[src/rtl/cpu_pkg.sv]
// Shared types and encodings for the instruction register / decoder / control FSM.
package cpu_pkg;

    typedef enum logic [2:0] {
        S_WAIT,
        S_DECODE,
        S_WRITE_IMM,
        S_GET_A,
        S_GET_B,
        S_ALU,
        S_WRITE_REG
    } state_t;

    typedef enum logic [2:0] {
        I_ILL,
        I_MOVI,
        I_MOVR,
        I_ADD,
        I_CMP,
        I_AND,
        I_MVN
    } iclass_t;

    localparam logic [2:0] OPC_MOV = 3'b110;
    localparam logic [2:0] OPC_ALU = 3'b101;

    localparam logic [1:0] OP_MOVI = 2'b10;
    localparam logic [1:0] OP_MOVR = 2'b00;
    localparam logic [1:0] OP_ADD  = 2'b00;
    localparam logic [1:0] OP_CMP  = 2'b01;
    localparam logic [1:0] OP_AND  = 2'b10;
    localparam logic [1:0] OP_MVN  = 2'b11;

    localparam logic [1:0] ALU_ADD  = 2'b00;
    localparam logic [1:0] ALU_SUB  = 2'b01;
    localparam logic [1:0] ALU_AND  = 2'b10;
    localparam logic [1:0] ALU_NOTB = 2'b11;

    localparam logic [1:0] SH_NONE = 2'b00;
    localparam logic [1:0] SH_LSL  = 2'b01;
    localparam logic [1:0] SH_LSR  = 2'b10;
    localparam logic [1:0] SH_ASR  = 2'b11;

endpackage

[src/rtl/instr_dec.sv]
// Combinational field extraction and instruction classification for a 16-bit IR.
module instr_dec
    import cpu_pkg::*;
(
    input  logic [15:0] ir,
    output logic [2:0]  opcode,
    output logic [1:0]  op,
    output logic [2:0]  rn,
    output logic [2:0]  rd,
    output logic [1:0]  sh,
    output logic [2:0]  rm,
    output logic [15:0] sximm8,
    output iclass_t     iclass
);

    assign opcode = ir[15:13];
    assign op     = ir[12:11];
    assign rn     = ir[10:8];
    assign rd     = ir[7:5];
    assign sh     = ir[4:3];
    assign rm     = ir[2:0];
    assign sximm8 = {{8{ir[7]}}, ir[7:0]};

    always_comb begin
        iclass = I_ILL;
        case (opcode)
            OPC_MOV: begin
                if (op == OP_MOVI)      iclass = I_MOVI;
                else if (op == OP_MOVR) iclass = I_MOVR;
            end
            OPC_ALU: begin
                case (op)
                    OP_ADD:  iclass = I_ADD;
                    OP_CMP:  iclass = I_CMP;
                    OP_AND:  iclass = I_AND;
                    default: iclass = I_MVN;
                endcase
            end
            default: iclass = I_ILL;
        endcase
    end

endmodule

[src/rtl/cpu_ctrl.sv]
// Instruction register plus Moore control FSM driving the regfile/shifter/ALU datapath.
module cpu_ctrl
    import cpu_pkg::*;
#(
    parameter int WORD_W = 16
) (
    input  logic              clk,
    input  logic              reset_n,
    input  logic [WORD_W-1:0] in,
    input  logic              load,
    input  logic              s,
    output logic              w,
    output logic [2:0]        readnum,
    output logic [2:0]        writenum,
    output logic              write,
    output logic              loada,
    output logic              loadb,
    output logic              asel,
    output logic              bsel,
    output logic              vsel,
    output logic [1:0]        shift,
    output logic [1:0]        ALUop,
    output logic              loadc,
    output logic              loads,
    output logic [WORD_W-1:0] datapath_in
);

    state_t            state;
    logic [WORD_W-1:0] ir;

    logic [2:0]  opcode, rn, rd, rm;
    logic [1:0]  op, sh;
    logic [15:0] sximm8;
    iclass_t     iclass;

    instr_dec u_dec (
        .ir     (ir),
        .opcode (opcode),
        .op     (op),
        .rn     (rn),
        .rd     (rd),
        .sh     (sh),
        .rm     (rm),
        .sximm8 (sximm8),
        .iclass (iclass)
    );

    // IR only moves in WAIT, so every execution state sees a stable instruction.
    always_ff @(posedge clk) begin
        if (!reset_n) begin
            state <= S_WAIT;
            ir    <= '0;
        end else begin
            case (state)
                S_WAIT: begin
                    if (load) ir <= in;
                    if (s) state <= S_DECODE;
                end
                S_DECODE: begin
                    case (iclass)
                        I_MOVI:             state <= S_WRITE_IMM;
                        I_ADD, I_CMP, I_AND: state <= S_GET_A;
                        I_MOVR, I_MVN:      state <= S_GET_B;
                        default:            state <= S_WAIT;
                    endcase
                end
                S_WRITE_IMM: state <= S_WAIT;
                S_GET_A:     state <= S_GET_B;
                S_GET_B:     state <= S_ALU;
                S_ALU:       state <= (iclass == I_CMP) ? S_WAIT : S_WRITE_REG;
                S_WRITE_REG: state <= S_WAIT;
                default:     state <= S_WAIT;
            endcase
        end
    end

    always_comb begin
        w           = (state == S_WAIT);
        readnum     = rn;
        writenum    = rn;
        write       = 1'b0;
        loada       = 1'b0;
        loadb       = 1'b0;
        asel        = 1'b0;
        bsel        = 1'b0;
        vsel        = 1'b0;
        loadc       = 1'b0;
        loads       = 1'b0;
        shift       = sh;
        ALUop       = (opcode == OPC_ALU) ? op : ALU_ADD;
        datapath_in = sximm8;
        case (state)
            S_WRITE_IMM: begin
                vsel  = 1'b1;
                write = 1'b1;
            end
            S_GET_A: loada = 1'b1;
            S_GET_B: begin
                readnum = rm;
                loadb   = 1'b1;
            end
            S_ALU: begin
                // MOV reg passes B through the adder with a zeroed A operand.
                asel = (iclass == I_MOVR);
                if (iclass == I_CMP) loads = 1'b1;
                else                 loadc = 1'b1;
            end
            S_WRITE_REG: begin
                writenum = rd;
                write    = 1'b1;
            end
            default: ;
        endcase
    end

endmodule

[config.mk]
export PLATFORM = sky130hd
export DESIGN_NAME = cpu_ctrl
export DESIGN_NICKNAME = d
export VERILOG_FILES = /design/src/rtl/cpu_pkg.sv /design/src/rtl/instr_dec.sv /design/src/rtl/cpu_ctrl.sv
export SDC_FILE = /design/constraint.sdc
export NUM_CORES = 1
export LEC_CHECK = 0
export ABC_AREA = 0
export CAP_MARGIN = 20
export CORE_MARGIN = 1.5
export CORE_UTILIZATION = 40
export CTS_CLUSTER_DIAMETER = 60
export DETAILED_ROUTE_END_ITERATION = 10
export PLACE_DENSITY = 0.83
export SETUP_SLACK_MARGIN = 0.05
export SLEW_MARGIN = 10
export SYNTH_ARGS = -nofsm -noshare
export SYNTH_HDL_FRONTEND = slang
export SYNTH_HIERARCHICAL = 1
export SYNTH_SLANG_ARGS = --single-unit
[constraint.sdc]
create_clock -name clk -period 1.7 [get_ports clk]
set_input_delay 0.34 -clock clk [delete_from_list [all_inputs] [get_ports clk]]
set_output_delay 0.34 -clock clk [all_outputs]
set_load 0.03 [all_outputs]
# Yosys cells after proc, flatten, opt, wreduce, memory -nomap -nowiden

Index checks and enable logic that the tools add are counted.
Widths: inputs -> output; s select.

Flip-flop bits (word level): 19
Input port bits: 20
Logic and storage cells: 45

Muxes and demuxes: 20
Reduce and logical (&&, ||, !) cells: 6
Equality and inequality tests: 17

Operator list:

| cell               | count |
|---|---|
| $eq 3x3->1 const B | 8 |
| $pmux 3 s3         | 2 |
| $mux 3             | 5 |
| $pmux 3 s5         | 1 |
| $eq 3x2->1 const B | 4 |
| $mux 1             | 9 |
| $eq 3x1->1 const B | 2 |
| $pmux 3 s2         | 1 |
| $mux 2             | 2 |
| $reduce_or 2->1    | 2 |
| $logic_not 3->1    | 1 |
| $reduce_or 3->1    | 1 |
| $eq 2x1->1 const B | 1 |
| $eq 2x2->1 const B | 1 |
| $logic_not 2->1    | 1 |
| $ne 2x2->1 const B | 1 |
| $reduce_and 2->1   | 1 |

# Depth between registers and ports, before layout

Gate-level depths: netlist of the first run.

Depth in word-level cells: 8
Depth in mapped cells: 7
Gate-level depth less buffers: 7

# Modules after synthesis

Netlist of the first run, hierarchy kept.

Modules (own cells, without submodules):

| module    | seq. area each (µm²) | cells an instance | area an instance (µm²) | instances |
|---|---|---|---|---|
| cpu_ctrl  | 380.4                | 118               | 1091.0                 | 1 |
| instr_dec | 0.0                  | 46                | 375.4                  | 1 |

# Worst setup path after synthesis of the first run

OpenSTA, ideal clock, no wires.

Kind: reg2out
Start point: register ir[11]
End point: output port asel
Stages on the path, launching flop included: 6
Data arrival time: 2.329 ns
Path slack: -0.969 ns
Required time: 1.360 ns
Path buffers: 0
Cell sequence: dfxtp_1 inv_1 ha_1 or3b_1 a21boi_1 nor4b_1

Cells in the longest elaborated chain, start to end: 6

Ends and longest elaborated chain:

| item                   | line                             | text |
|---|---|---|
| start, declared        | cpu_ctrl.sv:29                   | `logic [WORD_W-1:0] ir;` |
| start signal, assigned | cpu_ctrl.sv:56                   | `if (load) ir <= in;` |
| $logic_not 2->1        | instr_dec.sv:29, instr_dec.sv:32 |  |
| $mux 2                 | instr_dec.sv:29                  | `else if (op == OP_MOVR) iclass = I_MOVR;` |
| $mux 3                 | instr_dec.sv:28                  | `if (op == OP_MOVI) iclass = I_MOVI;` |
| $pmux 3 s2 (*)         | instr_dec.sv:26                  | `case (opcode)` |
| named net iclass[1]    | cpu_ctrl.sv:34                   | `iclass_t iclass;` |
| $eq 3x2->1 (*)         | cpu_ctrl.sv:104                  | `asel = (iclass == I_MOVR);` |
| $mux 1 (*)             | cpu_ctrl.sv:92                   | `case (state)` |
| end, declared          | cpu_ctrl.sv:18                   | `output logic asel,` |

Mark *: on every way through the listed nets, which the timed path passes. The rest lies on a longest branch.

# Final worst setup path of the first run

Same ends and word-level chain as after synthesis.

==> run_results.csv, run 1 <==
group,metric,value,unit
run_status,outcome,"complete, but fails checks",
run_status,violations,"negative setup slack",
global_route,antenna_found_initial,0,
clock_network,cts.reportedPaths.clkPinSlew,0.12,ns
die,rows,21,
power_and_ir_drop,p_clk_share,20.4,%
timing,setup_viol,13,
timing,period_share,141,%
power_and_ir_drop,intPower,781,µW
logic_synthesis,ys_types,39,
timing,hold_viol,0,
logic_synthesis,synth_fa_ha_area_share,3.41,%
min_path,hp-class,"reg2reg",
place,gp_congestion,0.761,
drt,vias_per_cell,4.70,
drt,wl_per_cell,12.5,µm
drt,postRouteAntennaNets,0,
die,start_util,42.9,%
logic_synthesis,synthCells,164,
die,fp.dieH,63.5,µm
setup_path,worst_path_largest_cell_delay,0.39,ns
logic_synthesis,synth-simple-area-share,28.4,%
place,dp.cells,243,
place,dp_hpwl,2.22,mm
layout,syn_to_final_growth,50.3,%
drt,vias,1232,
die,dieArea,4040,µm²
clock_network,numCtsBuffers,3,
logic_synthesis,ys_ff_latch,19,
setup_path,critPathKind,"reg2out",
power_and_ir_drop,pwr-share-comb,37.1,%
power_and_ir_drop,p_sw_share,33.6,%
place,place_ws,-0.752,ns
timing,worst_slack,-0.704,ns
logic_synthesis,synth_compound_area_share,13.1,%
setup_path,path_cells,"inv_4 -> ha_4 -> or3b_1 -> a21boi_2 -> buf_4 -> nor4b_4 -> buf_4",
logic_synthesis,netlist_area,1470,µm²
setup_path,start_kind,"flop",
power_and_ir_drop,leakage,1.01,nW
logic_synthesis,syn_nets,188,
logic_synthesis,muxShareOfSynthArea,6.14,%
layout,diodes,0,
clock_network,root_buffer,"clkbuf_4",
setup_path,end_kind,"primary output",
setup_path,crit_path_frequent_cell,"buf_4",
timing,finalSetupTns,-3.51,ns
logic_synthesis,synth_top_family_by_area,"simple AND/OR/NAND/NOR gates",
logic_synthesis,yosysSeqAreaShare,25.9,%
setup_path,required,1.36,ns
drt,drt_iter0_drc,39,
timing,clock_skew,0.00109,ns
layout,fin_cells,262,
timing,final_max_slew_viol_count,0,
die,ios,55,
flow_run,maxCapViolations,0,
logic_synthesis,yosysWarningCount,6,
setup_path,arrival,2.06,ns
setup_path,cp_top_family,"simple AND/OR/NAND/NOR gates",
logic_synthesis,synth-xor-area-share,0,%
layout,layout-drive-gt1-share,50.9,%
layout,utilization,64.5,%
timing,fmax,416,MHz
power_and_ir_drop,seqPwrFrac,42.5,%
clock_network,htreeDepth,1,
drt,drt_wl_total,3.28,mm
power_and_ir_drop,power_switching,396,µW
setup_path,path_buf_inv,3,
die,fp.coreArea,3420,µm²
logic_synthesis,avgSynthCellArea,8.94,µm²
die,die_w,63.5,µm
drt,drcViolationCount,0,
timing,min_period,2.40,ns
clock_network,cts.sink_count,19,
global_route,grt_pass1_vias,1117,
drt,drtPass1Iterations,4,
global_route,grt_max_degree,33,
power_and_ir_drop,ir_drop,0.326,mV
place,port_buffers,53,
timing,rsz0062_at_grt,"yes",
setup_path,critPathSlowestCell,"dfxtp_4",
layout,fin_nets,241,
global_route,grt_use_total,15.6,%
setup_path,path_max_fanout,3,
clock_network,clk_latency,0.29,ns
global_route,grt_overflow,0,
clock_network,cts_tree,"yes",
clock_network,max-clock-path-buffers,2,
power_and_ir_drop,powerDensity,534,nW/µm²
global_route,grt_pass1_wl,5.06,mm
layout,fill_cells,298,
[area by class of cell]
cell class                      count  area [µm²]  area share, %
Tap cell                           46        57.6           2.61
Timing Repair Buffer               90         843           38.3
Clock inverter                      1        5.00          0.227
Clock buffer                        3        22.5           1.02
Inverter                            3        13.8          0.624
Sequential cell                    19         389           17.7
Multi-Input combinational cell    100         873           39.6
[cell usage in the layout, fill, tap and decap left out, types with 3 or more instances in the layout]
master | Yosys | layout
buf_6 | 3 | 18
o21ai_2 | 11 | 14
clkbuf_4 | 0 | 3
ha_1 | 4 | 3
clkdlybuf4s50_1 | 0 | 19
o21ai_0 | 9 | 6
mux2_4 | 6 | 6
nand3_1 | 12 | 12
dlygate4sd2_1 | 0 | 18
nand3_2 | 4 | 4
nand2_1 | 20 | 20
dfxtp_1 | 19 | 14
nor2b_4 | 1 | 3
dfxtp_2 | 0 | 4
buf_4 | 34 | 33
[Yosys cell counts]
master | number | area share (%)
nand2_4 | 1 | 0.77
nor2b_1 | 2 | 0.85
nor2_1 | 1 | 0.26
and2_2 | 1 | 0.51
buf_4 | 34 | 17
nor4b_4 | 1 | 1.6
nor4b_1 | 1 | 0.60
inv_1 | 3 | 0.77
or3b_1 | 1 | 0.60
nand3_1 | 12 | 4.1
nand2_1 | 20 | 5.1
ha_1 | 4 | 3.4
nand3b_1 | 2 | 1.0
o21ai_2 | 11 | 6.6
o2111a_1 | 1 | 0.77
and2b_4 | 2 | 1.4
a21oi_1 | 1 | 0.34
o21ai_0 | 9 | 3.1
dfxtp_1 | 19 | 26
conb_1 | 1 | 0.26
clkbuf_1 | 1 | 0.26
nor4bb_1 | 1 | 0.68
a21boi_1 | 1 | 0.51
clkbuf_8 | 1 | 0.94
o31a_1 | 1 | 0.60
and2b_2 | 1 | 0.60
buf_6 | 3 | 2.3
nor3_1 | 3 | 1.0
and4bb_1 | 2 | 1.7
buf_2 | 3 | 1.0
nor2b_4 | 1 | 0.94
and3b_2 | 1 | 0.68
nand3_2 | 4 | 2.7
a311oi_1 | 1 | 0.60
o21ba_2 | 1 | 0.68
mux2_4 | 6 | 6.1
nor3b_1 | 2 | 1.0
nand2b_1 | 2 | 0.85
and4b_1 | 2 | 1.4
[power by group through the flow]
| stage | registers [mW] | logic, mW | clock network, mW |
|---|---|---|---|
| CTS | 0.500 | 0.410 | 0.244 |
| detailed placement | 0.510 | 0.396 | 0 |
| finish | 0.500 | 0.437 | 0.241 |
| global route | 0.505 | 0.469 | 0.277 |
| global placement | 0.508 | 0.391 | 0 |
| floorplan | 0.508 | 0.300 | 0 |
[routing by layer]
layer	GRT usage, %	vias up	routed length (µm)
met4	3.26	0	14
li1	-	632	-
met2	29.6	25	1780
met3	2.32	2	94
met1	18.2	573	1400
met5	0	-	0
[through the flow]
| step | area [µm²] | power, mW | hold WS, ns |
|---|---|---|---|
| after global routing | 2200 | 1.25 | 0.512 |
| after floorplan | 1520 | 0.808 | 0.436 |
| after detailed placement | 1940 | 0.905 | 0.465 |
| after CTS | 2100 | 1.15 | 0.480 |
| final | 2200 | 1.18 | 0.475 |
| after global placement | 1940 | 0.899 | 0.462 |
[registers in the layout, indices dropped and copies added (netlist names)]
signal / cells
state: 3
ir: 16
[final timing paths]
check              start       end  slack, ns  cells after the start
setup / recovery  ir[11]      asel      -0.70                      7
hold / removal     ir[3]     ir[3]       0.48                      2
setup reg to reg  ir[11]  state[1]      -0.28                      9
hold reg to reg    ir[3]     ir[3]       0.48                      2
[cells by family after synthesis]
kind of cell | Yosys count
AND/OR/NAND/NOR | 63
buffers and inverters | 45
AO/OA/AOI/OAI | 26
flip-flops | 19
multiplexers | 6
adder cells (fa/ha/maj) | 4
other | 1
[repair_timing]
action                     in CTS  in global routing
hold endpoints to repair        0                  0
gates cloned                    0                  1
resized for setup              91                 18
buffers inserted                9                  7
setup endpoints to repair      34                 27
hold buffers                    0                  0
pin swaps                       6                  9
[worst reg2reg max path, cell delays in order, from the launching register on]
cell and delay (ns):
dfxtp_4 0.39, inv_4 0.05, ha_4 0.22, or3b_1 0.38, a21boi_2 0.22, buf_4 0.14, nand2b_4 0.13, buf_6 0.11
o21ai_2 0.04, o2111a_1 0.21
Power figures use the tool's default switching activity.
==> run 2, diff against run 1 <==
--- a/config.mk
+++ b/config.mk
@@ -8,13 +8,11 @@
 export ABC_AREA = 0
 export CAP_MARGIN = 20
 export CORE_MARGIN = 1.5
-export CORE_UTILIZATION = 40
+export CORE_UTILIZATION = 37
 export CTS_CLUSTER_DIAMETER = 60
 export DETAILED_ROUTE_END_ITERATION = 10
 export PLACE_DENSITY = 0.83
 export SETUP_SLACK_MARGIN = 0.05
-export SLEW_MARGIN = 10
 export SYNTH_ARGS = -nofsm -noshare
 export SYNTH_HDL_FRONTEND = slang
-export SYNTH_HIERARCHICAL = 1
 export SYNTH_SLANG_ARGS = --single-unit
==> run_results.csv, run 2 <==
group,metric,value,unit
place,place_area,1830,µm²
power_and_ir_drop,powerDensity,554,nW/µm²
place,dp_hpwl,2.33,mm
clock_network,root_buffer,"clkbuf_4",
setup_path,path_cells,"inv_2 -> buf_6 -> ha_4 -> nand2b_4 -> o21ai_2 -> a21boi_2 -> nor3b_4 -> buf_6",
die,fp.coreArea,3050,µm²
timing,min_period,2.16,ns
die,start_util,39.1,%
logic_synthesis,netlist.area_leader.share,31.9,%
power_and_ir_drop,leakage,0.883,nW
logic_synthesis,synth_area_leaders,"dfxtp_1 (32%), buf_4 (13%), nand2_1 (12%), a21boi_0 (10%), mux2_2 (5.7%)",
logic_synthesis,ys_types,33,
drt,vias_per_cell,4.70,
place,dp.cells,244,
min_path,hp-class,"reg2reg",
timing,final_max_slew_viol_count,0,
clock_network,clk_latency,0.29,ns
layout,mostFrequentLayoutCell,"nand2_1",
drt,drcViolationCount,0,
clock_network,cts.reportedPaths.clkPinSlew,0.11,ns
flow_run,maxCapViolations,0,
timing,setup_viol,11,
layout,top_regs,"ir (16), state (3)",
logic_synthesis,netlist_area,1190,µm²
drt,drt_iter0_drc,44,
clock_network,max-clock-path-buffers,2,
setup_path,path_buf_inv,3,
layout,final_cell_mix,"nand2_1 (36), buf_4 (26), clkdlybuf4s50_1 (19)",
logic_synthesis,synth_edf_count,0,
drt,drtPass1Iterations,6,
setup_path,cp_top_family,"flip-flops",
layout,multiInputGateArea,749,µm²
die,rows,20,
place,gp_congestion,0.752,
setup_path,worst_path_largest_cell_delay,0.35,ns
clock_network,cts_tree,"yes",
die,die_w,59.8,µm
global_route,grt_overflow,0,
layout,layout-drive-gt1-share,37.1,%
timing,period_share,127,%
setup_path,critPathKind,"reg2out",
die,ios,55,
setup_path,critPathSlowestCell,"dfxtp_2",
logic_synthesis,avgSynthCellArea,7.90,µm²
clock_network,cts.sink_count,19,
global_route,grt_max_degree,17,
layout,diodes,0,
layout,fill_cells,269,
clock_network,numCtsBuffers,3,
layout,largest_reg_flops,16,
drt,wl_per_cell,12.3,µm
logic_synthesis,yosysWarningCount,0,
global_route,grt_pass1_vias,1103,
die,fp.dieH,59.8,µm
setup_path,crit_path_frequent_cell,"buf_6",
power_and_ir_drop,ir_drop,0.483,mV
drt,drt_wl_total,3.13,mm
setup_path,start_kind,"flop",
place,port_buffers,53,
timing,worst_slack,-0.464,ns
logic_synthesis,syn_nets,174,
setup_path,required,1.36,ns
timing,hold_viol,0,
global_route,grt_pass1_wl,4.86,mm
run_status,outcome,"complete, but fails checks",
logic_synthesis,synthCells,151,
setup_path,arrival,1.82,ns
global_route,grt_use_total,17.9,%
die,dieArea,3580,µm²
layout,fin_nets,234,
logic_synthesis,ys_dominant_reg_cell,"dfxtp_1",
global_route,antenna_found_initial,0,
logic_synthesis,synthTopCellsByCount,"nand2_1 (37), buf_4 (21), dfxtp_1 (19), a21boi_0 (16)",
run_status,violations,"negative setup slack",
logic_synthesis,synth.most_common_cell,"nand2_1",
setup_path,end_kind,"primary output",
layout,largest_register,"ir",
layout,ff_latch_area,387,µm²
logic_synthesis,ys_ff_latch,19,
layout,syn_to_final_growth,64.5,%
logic_synthesis,yosysSeqAreaShare,31.9,%
timing,clock_skew,0.00347,ns
timing,fmax,462,MHz
logic_synthesis,synth.largest_area_cell,"dfxtp_1",
clock_network,htreeDepth,1,
layout,fin_cells,254,
timing,rsz0062_at_grt,"yes",
layout,final_cell_area,1960,µm²
layout,utilization,64.3,%
drt,vias,1193,
logic_synthesis,ys_async_sr_fraction,0,%
setup_path,path_max_fanout,2,
drt,postRouteAntennaNets,0,
run 2: worst reg2reg max path, stage by stage, from the launching register on:
cell and delay (ns):
dfxtp_2 0.35, inv_2 0.04, buf_6 0.11, ha_4 0.25, nand2b_4 0.11, o21ai_2 0.05
buf_4 0.13, or4_4 0.57, a31oi_4 0.21
run 2: repair_timing:
action	in CTS	in global routing
endpoints found under the hold margin	0	0
endpoints found under the setup margin	31	18
setup buffers	5	3
pin swaps	6	5
cloned	0	0
resized for setup	54	19
hold buffers	0	0
run 2: logic make-up (layout without fill, tap and decap cells):
family | count (synthesis) | count (layout) | share of synthesized area, %
and+or+nand+nor | 66 | 66 | 27.7
buffers and inverters | 30 | 89 | 16.1
AOI/OAI and AO/OA | 26 | 26 | 15.2
DFF | 19 | 19 | 31.9
muxes | 6 | 6 | 5.66
adders and majority gates | 3 | 3 | 3.14
other | 1 | 1 | 0.314
run 2: cell type report:
class	instances	share of cell area (%)
inverters	6	1.15
flip-flops and latches	19	19.7
repair buffers	79	36.8
multi-input cells	102	38.2
well taps	44	2.80
clock buffers	3	1.15
clock inverters	1	0.255
run 2: power breakdown:
part / internal [mW] / total [mW] / switching [mW]
clock: 0.0875 / 0.223 / 0.135
combinational: 0.178 / 0.374 / 0.195
sequential: 0.472 / 0.491 / 0.0189
total: 0.738 / 1.09 / 0.349
run 2: path summary, 6_finish.rpt:
kind | from | end | slack, ns | depth (start not counted)
setup reg to reg | ir[12] | state[1] | -0.21 | 8
setup / recovery | ir[11] | asel | -0.46 | 8
hold reg to reg | ir[6] | ir[6] | 0.49 | 2
hold / removal | ir[6] | ir[6] | 0.49 | 2
run 2: routing by layer:
| layer | share of wire [%] | vias to the layer above | track usage, % |
|---|---|---|---|
| met3 | 5.0 | 8 | 3.03 |
| li1 | - | 604 | - |
| met5 | 0 | - | 0 |
| met4 | 1.8 | 0 | 8.57 |
| met1 | 41 | 536 | 20.3 |
| met2 | 52 | 45 | 32.1 |
run 2: stage by stage:
stage	setup TNS (ns)	setup WS (ns)	hold slack [ns]	power, mW
2_1_floorplan	-0.137	-0.0725	0.453	0.735
3_3_place_gp	-1.49	-0.375	0.462	0.861
3_5_place_dp	-1.82	-0.427	0.482	0.871
4_1_cts	-2.88	-0.449	0.495	1.08
5_1_grt	-4.22	-0.602	0.511	1.14
6_report	-3.27	-0.464	0.487	1.09
==> run 3, diff against run 2 <==
--- a/config.mk
+++ b/config.mk
@@ -12,7 +12,6 @@
 export CTS_CLUSTER_DIAMETER = 60
 export DETAILED_ROUTE_END_ITERATION = 10
 export PLACE_DENSITY = 0.83
-export SETUP_SLACK_MARGIN = 0.05
 export SYNTH_ARGS = -nofsm -noshare
 export SYNTH_HDL_FRONTEND = slang
 export SYNTH_SLANG_ARGS = --single-unit
==> run_results.csv, run 3 (synthesized netlist as in run 2, its figures left out) <==
group,metric,value,unit
setup_path,path_cells,"inv_2 -> buf_4 -> ha_4 -> nor4bb_4 -> nand3b_1 -> buf_4 -> nor2_4 -> buf_6",
die,fp.dieH,59.8,µm
global_route,antenna_found_initial,0,
place,place_area,1800,µm²
global_route,grt_max_degree,17,
clock_network,numCtsBuffers,3,
min_path,holdPathEnd,"ir[1]",
power_and_ir_drop,leakage,0.995,nW
layout,fin_nets,237,
layout,final_cell_area,2030,µm²
setup_path,required,1.36,ns
timing,worst_slack,-0.493,ns
layout,largest_register,"ir",
clock_network,htreeDepth,1,
timing,finalSetupTns,-2.98,ns
run_status,violations,"negative setup slack",
setup_path,critPathKind,"reg2out",
setup_path,reg2reg_to,"state[1]",
place,dp.cells,246,
die,ios,55,
drt,drt_wl_total,3.14,mm
place,dp_hpwl,2.26,mm
timing,worstMarginPinSlew,0.533,ns
timing,period_share,129,%
global_route,use_met1,21.7,%
timing,setup_viol,13,
setup_path,crit_path_frequent_cell,"buf_4",
run_status,outcome,"complete, but fails checks",
clock_network,clk_latency,0.29,ns
min_path,holdPathStages,2,
place,place_ws,-0.472,ns
die,fp.coreArea,3050,µm²
drt,vias,1184,
global_route,top_usage_layer,"met2",
drt,wl_per_cell,12.2,µm
drt,drt_iter0_drc,53,
global_route,grt_overflow,0,
layout,mostFrequentLayoutCell,"nand2_1",
power_and_ir_drop,ir_drop,0.553,mV
clock_network,root_buffer,"clkbuf_4",
timing,rsz0062_at_grt,"yes",
timing,fmax,456,MHz
drt,vias_per_cell,4.61,
layout,top_regs,"ir (16), state (3)",
setup_path,end_kind,"primary output",
clock_network,cts_tree,"yes",
layout,layout-drive-gt1-share,38.0,%
timing,hold_viol,0,
layout,final_cell_mix,"nand2_1 (37), buf_4 (30), clkdlybuf4s50_1 (19)",
place,port_buffers,53,
min_path,hold_start,"ir[1]",
timing,hold_slack,0.482,ns
timing,min_period,2.19,ns
clock_network,max-clock-path-buffers,2,
setup_path,arrival,1.85,ns
die,die_w,59.8,µm
setup_path,start_kind,"flop",
layout,syn_to_final_growth,70.3,%
global_route,grt_use_met2,31.8,%
drt,postRouteAntennaNets,0,
drt,drcViolationCount,0,
global_route,grt_util_met3,4.55,%
die,dieArea,3580,µm²
setup_path,path_max_fanout,2,
place,gp_congestion,0.774,
min_path,hp-class,"reg2reg",
layout,fin_cells,257,
setup_path,worst_path_largest_cell_delay,0.35,ns
layout,largest_reg_flops,16,
timing,slew_headroom,64.4,%
timing,clock_skew,0.00144,ns
clock_network,cts.sink_count,19,
die,rows,20,
layout,diodes,0,
power_and_ir_drop,p_total,1.10,mW
power_and_ir_drop,powerDensity,542,nW/µm²
flow_run,maxCapViolations,0,
clock_network,cts.reportedPaths.clkPinSlew,0.10,ns
setup_path,reg2reg_from,"ir[12]",
layout,utilization,66.6,%
drt,drtPass1Iterations,4,
setup_path,r2r.worst_path.cells,7,
timing,final_max_slew_viol_count,0,
global_route,grt_pass1_vias,1060,
setup_path,reg2reg_setup_slack,-0.09,ns
global_route,grt_use_total,17.8,%
global_route,grt_pass1_wl,4.84,mm
die,start_util,39.1,%
setup_path,critPathSlowestCell,"dfxtp_2",
[run 3: layer usage]
metal / up-vias / share of wire [%]
met1: 536 / 42
met5: - / 0
met2: 43 / 52
met3: 2 / 5.6
li1: 603 / -
met4: 0 / 0.41
[run 3: repair_timing]
action / CTS / global route
hold buffers: 0 / 0
gates resized for setup: 59 / 20
setup buffers: 7 / 3
endpoints found under the setup margin: 24 / 23
pin swaps: 11 / 6
[run 3: worst max-delay path by stage]
stage	cells past startpoint	to	from	slack (ns)
after floorplan	6	asel	ir[11]	-0.15
after global placement	7	loadc	ir[11]	-0.39
after detailed placement	7	loadc	ir[12]	-0.47
after CTS	8	asel	ir[12]	-0.49
after global routing	8	loads	ir[12]	-0.56
final	8	loads	ir[12]	-0.49
[run 3: power breakdown]
part | switching (mW) | internal (mW) | total [mW]
clock network | 0.131 | 0.0912 | 0.222
logic | 0.199 | 0.191 | 0.390
registers | 0.0192 | 0.472 | 0.491
[run 3: area by class of cell]
cell class	instances	area [µm²]
repair buffers	82	768
flip-flops and latches	19	387
clock buffers	4	26.3
well taps	44	55.1
multi-input cells	102	774
fillers	268	1020
inverters	6	22.5
[run 3: critical path: cells and delay by family (launching register included)]
family / cells / cell delay (ns)
AND/OR/NAND/NOR: 3 / 0.56
flip-flops: 1 / 0.35
adder cells (fa/ha/maj): 1 / 0.17
buffers and inverters: 4 / 0.48
